`config.mk`:
```
export PLATFORM = sky130hd
export DESIGN_NAME = mem_arbiter
export DESIGN_NICKNAME = d
export VERILOG_FILES = /design/src/rtl/aww_types_pkg.sv /design/src/rtl/cpu_types_pkg.sv /design/src/rtl/mem_arbiter.sv
export SDC_FILE = /design/constraint.sdc
export NUM_CORES = 1
export LEC_CHECK = 0
export CAP_MARGIN = 25
export CORE_AREA = 4 4 101 103
export DETAILED_ROUTE_END_ITERATION = 8
export DIE_AREA = 0 0 105 107
export GPL_TIMING_DRIVEN = 1
export HOLD_SLACK_MARGIN = 0.1
export PLACE_DENSITY = 0.68
export SLEW_MARGIN = 20
export SYNTH_ARGS = -nofsm -noshare
export SYNTH_HDL_FRONTEND = slang
export SYNTH_SLANG_ARGS = --single-unit
export TNS_END_PERCENT = 1
```
`constraint.sdc`:
```
create_clock -name CLK -period 1.52 [get_ports CLK]
set_clock_uncertainty 0.2 [all_clocks]
set_input_delay 0.152 -clock CLK [delete_from_list [all_inputs] [get_ports CLK]]
set_output_delay 0.152 -clock CLK [all_outputs]
set_load 0.02 [all_outputs]
```
`src/rtl/aww_types_pkg.sv`:
```
// Arbiter-local types: grant FSM state encoding and the fairness threshold.
package aww_types_pkg;

  typedef enum logic [1:0] {
    IDLE   = 2'd0,
    IGRANT = 2'd1,
    DGRANT = 2'd2
  } arb_state_t;

  localparam logic [1:0] ARB_FAIR_LIMIT = 2'd3;

endpackage

```
`src/rtl/cpu_types_pkg.sv`:
```
// Shared CPU-side types: 32-bit word and the RAM handshake state encoding.
package cpu_types_pkg;

  typedef logic [31:0] word_t;

  typedef enum logic [1:0] {
    FREE   = 2'd0,
    BUSY   = 2'd1,
    ACCESS = 2'd2,
    ERROR  = 2'd3
  } ramstate_t;

endpackage

```
`src/rtl/mem_arbiter.sv`:
```
// Single-port RAM arbiter between instruction fetch and data access, data priority.
// Optional fairness counter enabled by defining MEM_ARB_FAIR_EN.
module mem_arbiter
  import cpu_types_pkg::*;
  import aww_types_pkg::*;
(
  input  logic       CLK,
  input  logic       nRST,
  input  logic       iREN,
  input  word_t      iaddr,
  output word_t      iload,
  output logic       iwait,
  input  logic       dREN,
  input  logic       dWEN,
  input  word_t      daddr,
  input  word_t      dstore,
  output word_t      dload,
  output logic       dwait,
  output logic       ramREN,
  output logic       ramWEN,
  output word_t      ramaddr,
  output word_t      ramstore,
  input  word_t      ramload,
  input  logic [1:0] ramstate
);

  arb_state_t state_q, state_d;
  logic       d_req;
  logic       ram_done;
  logic       ram_err;
  logic       fair_pick_i;

  assign d_req    = dREN | dWEN;
  assign ram_done = (ramstate == ACCESS);
  assign ram_err  = (ramstate == ERROR);

`ifdef MEM_ARB_FAIR_EN
  logic [1:0] fair_cnt_q, fair_cnt_d;

  always_ff @(posedge CLK or negedge nRST) begin
    if (!nRST) fair_cnt_q <= '0;
    else       fair_cnt_q <= fair_cnt_d;
  end

  // Counts data completions that starved a pending fetch; saturates at the limit.
  always_comb begin
    fair_cnt_d = fair_cnt_q;
    if (state_q == IGRANT && ram_done)
      fair_cnt_d = '0;
    else if (state_q == DGRANT && ram_done && iREN && fair_cnt_q != ARB_FAIR_LIMIT)
      fair_cnt_d = fair_cnt_q + 2'd1;
  end

  assign fair_pick_i = iREN && (fair_cnt_q == ARB_FAIR_LIMIT);
`else
  assign fair_pick_i = 1'b0;
`endif

  always_ff @(posedge CLK or negedge nRST) begin
    if (!nRST) state_q <= IDLE;
    else       state_q <= state_d;
  end

  always_comb begin
    state_d  = state_q;
    ramREN   = 1'b0;
    ramWEN   = 1'b0;
    ramaddr  = '0;
    ramstore = '0;
    unique case (state_q)
      IDLE: begin
        if (fair_pick_i)  state_d = IGRANT;
        else if (d_req)   state_d = DGRANT;
        else if (iREN)    state_d = IGRANT;
      end
      IGRANT: begin
        ramREN  = 1'b1;
        ramaddr = iaddr;
        if (!iREN || ram_done || ram_err) state_d = IDLE;
      end
      DGRANT: begin
        // Write wins when both strobes are raised together.
        ramREN   = dREN & ~dWEN;
        ramWEN   = dWEN;
        ramaddr  = daddr;
        ramstore = dstore;
        if (!d_req || ram_done || ram_err) state_d = IDLE;
      end
      default: state_d = IDLE;
    endcase
  end

  assign iwait = iREN  & ~(state_q == IGRANT && ram_done);
  assign dwait = d_req & ~(state_q == DGRANT && ram_done);
  assign iload = ramload;
  assign dload = ramload;

endmodule

```
# After elaboration in Yosys (flattened, before gate mapping)
# Cells that the tools add are included.
# classes
n_eq_ne	7
mux	9
bitwise	7
n_reduce_logical	10
# ops
cell	count
$pmux W32 S2	1
$mux W32	1
$mux W2	4
$eq A2 B2 Y1 const B	3
$pmux W2 S3	1
$logic_or A1 B1 Y1	4
$ne A2 B2 Y1 const B	2
$and A1 B1 Y1	3
$ne A3 B3 Y1 const B	1
$not A1 Y1	3
$reduce_and A3 Y1	1
$eq A2 B1 Y1 const B	1
$logic_and A1 B1 Y1	2
$logic_not A1 Y1	2
$logic_not A2 Y1	1
$pmux W1 S2	1
$mux W1	1
$or A1 B1 Y1	1
# totals
reg_bits	2
output_inout_bits	132
word_cells	34

# Logic depth before layout (Yosys ltp)
# logic_depth
word_depth	6
ltp_mapped	7
depth_no_buf	5

# Least setup slack after synthesis
# Ideal clock, no wire load.
# synth_path
path_kind	register to output
from	reg state_q[0]
to	out dwait
t_arrival_ps	1341
required_ps	1168
setup_slack_ps	-173
stages_incl_launch_ff	7
cell_sequence	dfrtp_1 -> inv_1 -> ha_1 -> buf_6 -> buf_6 -> buf_2 -> a21oi_1
# synth_via
elab_chain_cells	4
# synth_rtl
element	line_no	text
from (decl)	mem_arbiter.sv:27	arb_state_t state_q, state_d;
from (signal assigned)	mem_arbiter.sv:61	else state_q <= state_d;
$eq A2 B2 Y1	mem_arbiter.sv:94	assign dwait = d_req & ~(state_q == DGRANT && ram_done);
$logic_and A1 B1 Y1	mem_arbiter.sv:94	
$not A1 Y1	mem_arbiter.sv:94	
$and A1 B1 Y1	mem_arbiter.sv:94	
to (decl)	mem_arbiter.sv:18	output logic dwait,
# Every way passes these cells.

# Final worst setup path
# layout_path
from	reg state_q[1]
to	out ramstore[26]
# layout_via
elab_chain_cells	2
# layout_rtl
element	line_no	text
$eq A2 B2 Y1	mem_arbiter.sv:70	unique case (state_q)
$mux W32	mem_arbiter.sv:70	
to (decl)	mem_arbiter.sv:22	output word_t ramstore,
# Every way passes these cells.

==> results.py <==
metrics = {
    "min_path": {
        "min_path_type": "in -> out",
    },
    "logic_synthesis": {
        "synth_area_leader_cell": "buf_4",
        "ys_seq_area_share_pct": 3.45,
        "synth.area.top_cells": "buf_4, a22oi_1, and2_1",
        "synth.distinct_cells": 22,
        "syn_nets": 341,
        "synth_cells": 203,
        "syn_avg_cell_area_um2": 7.16,
        "yosysTopAreaCellShare_pct": 34.6,
        "syn_area_um2": 1450,
        "ys_ff_latch": 2,
        "yosys_warnings": 0,
    },
    "critical_path": {
        "crit_slowest_cell": "dfrtp_1",
        "crit_path_max_incr_delay_ps": 400,
        "worstReg2RegEnd": "state_q[1]",
        "cp.arrival_ps": 1560,
        "r2r-start": "state_q[1]",
        "worstSetupEndpointType": "primary output",
        "r2r_cells": 7,
        "crit_fanout": 19,
        "r2r_setup_slack_ps": -280,
        "endpoint": "ramstore[26]",
        "required_ps": 1170,
        "cp_cell_sequence": "buf_6, ha_4, buf_6, clkbuf_16, and2_2, buf_6",
        "crit_top_cell": "buf_6",
        "cp-start-kind": "register",
        "startpoint": "state_q[1]",
        "worstSetupPathType": "reg -> out",
    },
    "placement": {
        "gp_congestion": 0.766,
        "placed_area_um2": 2990,
        "io_buffers": 170,
        "hpwl_mm": 5.33,
        "dp.cells": 422,
    },
    "route": {
        "vias_per_cell": 4.24,
        "drc": 0,
        "final_antenna_net_count": 0,
        "first_pass_iters": 6,
        "drt_iter0_markers": 32,
        "vias": 1834,
        "totalWireLength_mm": 7.01,
        "wl_per_cell_um": 16.2,
    },
    "layout": {
        "area_growth_pct": 131,
        "largest_reg_flops": 2,
        "nNetsFinal": 462,
        "final_area_um2": 3360,
        "regMostFlops": "state_q",
        "fillerInstances": 934,
        "fin_util_pct": 36.5,
        "final_cells": 433,
        "drive_gt1_share_pct": 55.9,
        "multi_input_area_um2": 1120,
        "diodes": 0,
        "reg_top3": "state_q (2)",
        "register_area_um2": 50.0,
    },
    "sta": {
        "hold_viol_final": 0,
        "slew_headroom_pct": 78.1,
        "layout_setup_ws_ps": -388,
        "hold_slack_ps": 104,
        "clock.fmax_mhz": 524,
        "setup_viol": 70,
        "worstMarginPinSlew_ps": 327,
        "rsz0062_at_grt": "yes",
        "setup_tns_ps": -22270,
        "slew_viol_final": 0,
        "timing.final.crit_period_ps": 1910,
        "fin_crit_sh_pct": 126,
    },
    "global_routing": {
        "grt_antenna_before_repair": 0,
        "track_usage_pct": 10.9,
        "grt_pass1_wl_mm": 9.98,
        "grt_max_degree": 39,
        "grt-ovfl-total": 0,
        "grt_pass1_vias": 1965,
    },
    "die": {
        "die-height_um": 107,
        "die_area_um2": 11200,
        "io_pins": 267,
        "start_util_pct": 15.8,
        "die_x_um": 105,
        "placementRows": 35,
        "core_um2": 9200,
    },
    "cts": {
        "cts_tree": "yes",
        "htreeDepth": 1,
        "ctsRootBufferMaster": "clkbuf_8",
        "cts_buffers": 3,
        "cts_sinks": 2,
        "clkTransAtPathRegs_ps": 30,
        "clock_path_buffers": 2,
        "insertion_delay_ps": 210,
    },
    "pwr": {
        "powerDensity_nw_per_um2": 1450,
        "irDropWorstVdd_mv": 1.11,
        "cellLeakagePower_nw": 1.34,
    },
    "run": {
        "cap_viol_max_count": 0,
    },
    "outcome": {
        "status": "finished with violations",
        "violations": "negative setup slack",
    },
}
report_power, final:
| group | total [mW] | switching (mW) | internal, mW |
|---|---|---|---|
| Combinational | 4.56 | 2.07 | 2.49 |
| Sequential | 0.0892 | 0.0173 | 0.0719 |
| Clock | 0.209 | 0.0418 | 0.167 |
worst max-delay path: cells and delay by family (launching register included):
family,cells,cell delay (ps)
simple gates,1,180
fa+ha+maj,1,210
flops,1,400
buf+inv,4,550
cell usage in the layout (no fill, tap or decap), types with 2 or more instances in the layout:
cell type	synthesis	layout
ha_4	0	3
buf_12	0	5
dfrtp_1	2	2
nor2b_1	32	2
clkdlybuf4s50_1	0	102
inv_2	0	2
nor2_1	3	2
and2_4	0	15
buf_6	4	42
and2_2	0	2
a22oi_2	0	27
clkbuf_8	0	3
clkbuf_16	0	3
nor2b_2	0	30
inv_1	4	2
o21a_1	2	2
and2_1	33	16
buf_2	4	4
a21oi_1	4	2
a22oi_1	32	5
buf_4	67	37
worst min-delay path by stage:
stage,from,cells after the start,slack (ps),to
after floorplan,nRST,0,-340,state_q[0]
after global placement,ramload[12],0,100,dload[12]
after detailed placement,ramload[12],0,100,dload[12]
after CTS,ramload[12],0,100,dload[12]
after global routing,ramload[19],0,100,iload[19]
final,ramload[28],0,100,iload[28]
stage by stage:
| stage | total power, mW | setup WS (ps) |
|---|---|---|
| 5_1_grt | 5.15 | -430 |
| 2_1_floorplan | 2.38 | -59.6 |
| 3_5_place_dp | 3.81 | -647 |
| 6_report | 4.86 | -388 |
| 3_3_place_gp | 3.75 | -627 |
| 4_1_cts | 4.02 | -439 |
synth_stat cells:
cell type,number
buf_4,67
and2_1,33
a22oi_1,32
nor2b_1,32
a21oi_1,4
buf_2,4
buf_6,4
clkbuf_1,4
inv_1,4
ha_1,3
nor2_1,3
dfrtp_1,2
o21a_1,2
a221oi_2,1
a41oi_1,1
and3b_1,1
nand2_1,1
nand2b_1,1
nor4bb_1,1
o21ai_1,1
o221ai_1,1
o31ai_1,1
what timing repair did:
action / 4_1_cts / 5_1_grt
gates cloned: 1 / 3
hold buffers: 1 / 0
pin swaps: 0 / 1
hold endpoints to repair: 2 / 0
gates resized for setup: 316 / 121
setup buffers: 1 / 2
endpoints found under the setup margin: 70 / 70
area by class of cell:
cell class                 count  share of cell area [%]
clock buffer                   3                    1.23
inverter                       4                   0.447
multi-input combinational    118                    33.4
sequential                     2                    1.49
tap                          111                    4.13
timing repair buffer         195                    59.3
cells by family after synthesis:
| logic type | synth area share (%) |
|---|---|
| AOI/OAI and AO/OA | 22.0 |
| DFF | 3.45 |
| buffers and inverters | 41.2 |
| and+or+nand+nor | 30.7 |
| adders and majority gates | 2.58 |
metal layers:
layer	track usage (%)	vias to the layer above	part of all wire, %
met3	3.25	31	8.8
met4	5.15	0	3.5
met1	9.97	826	33
met2	21.8	122	55
li1	-	855	-
met5	0	-	0
(Power assumes the default switching activity.)
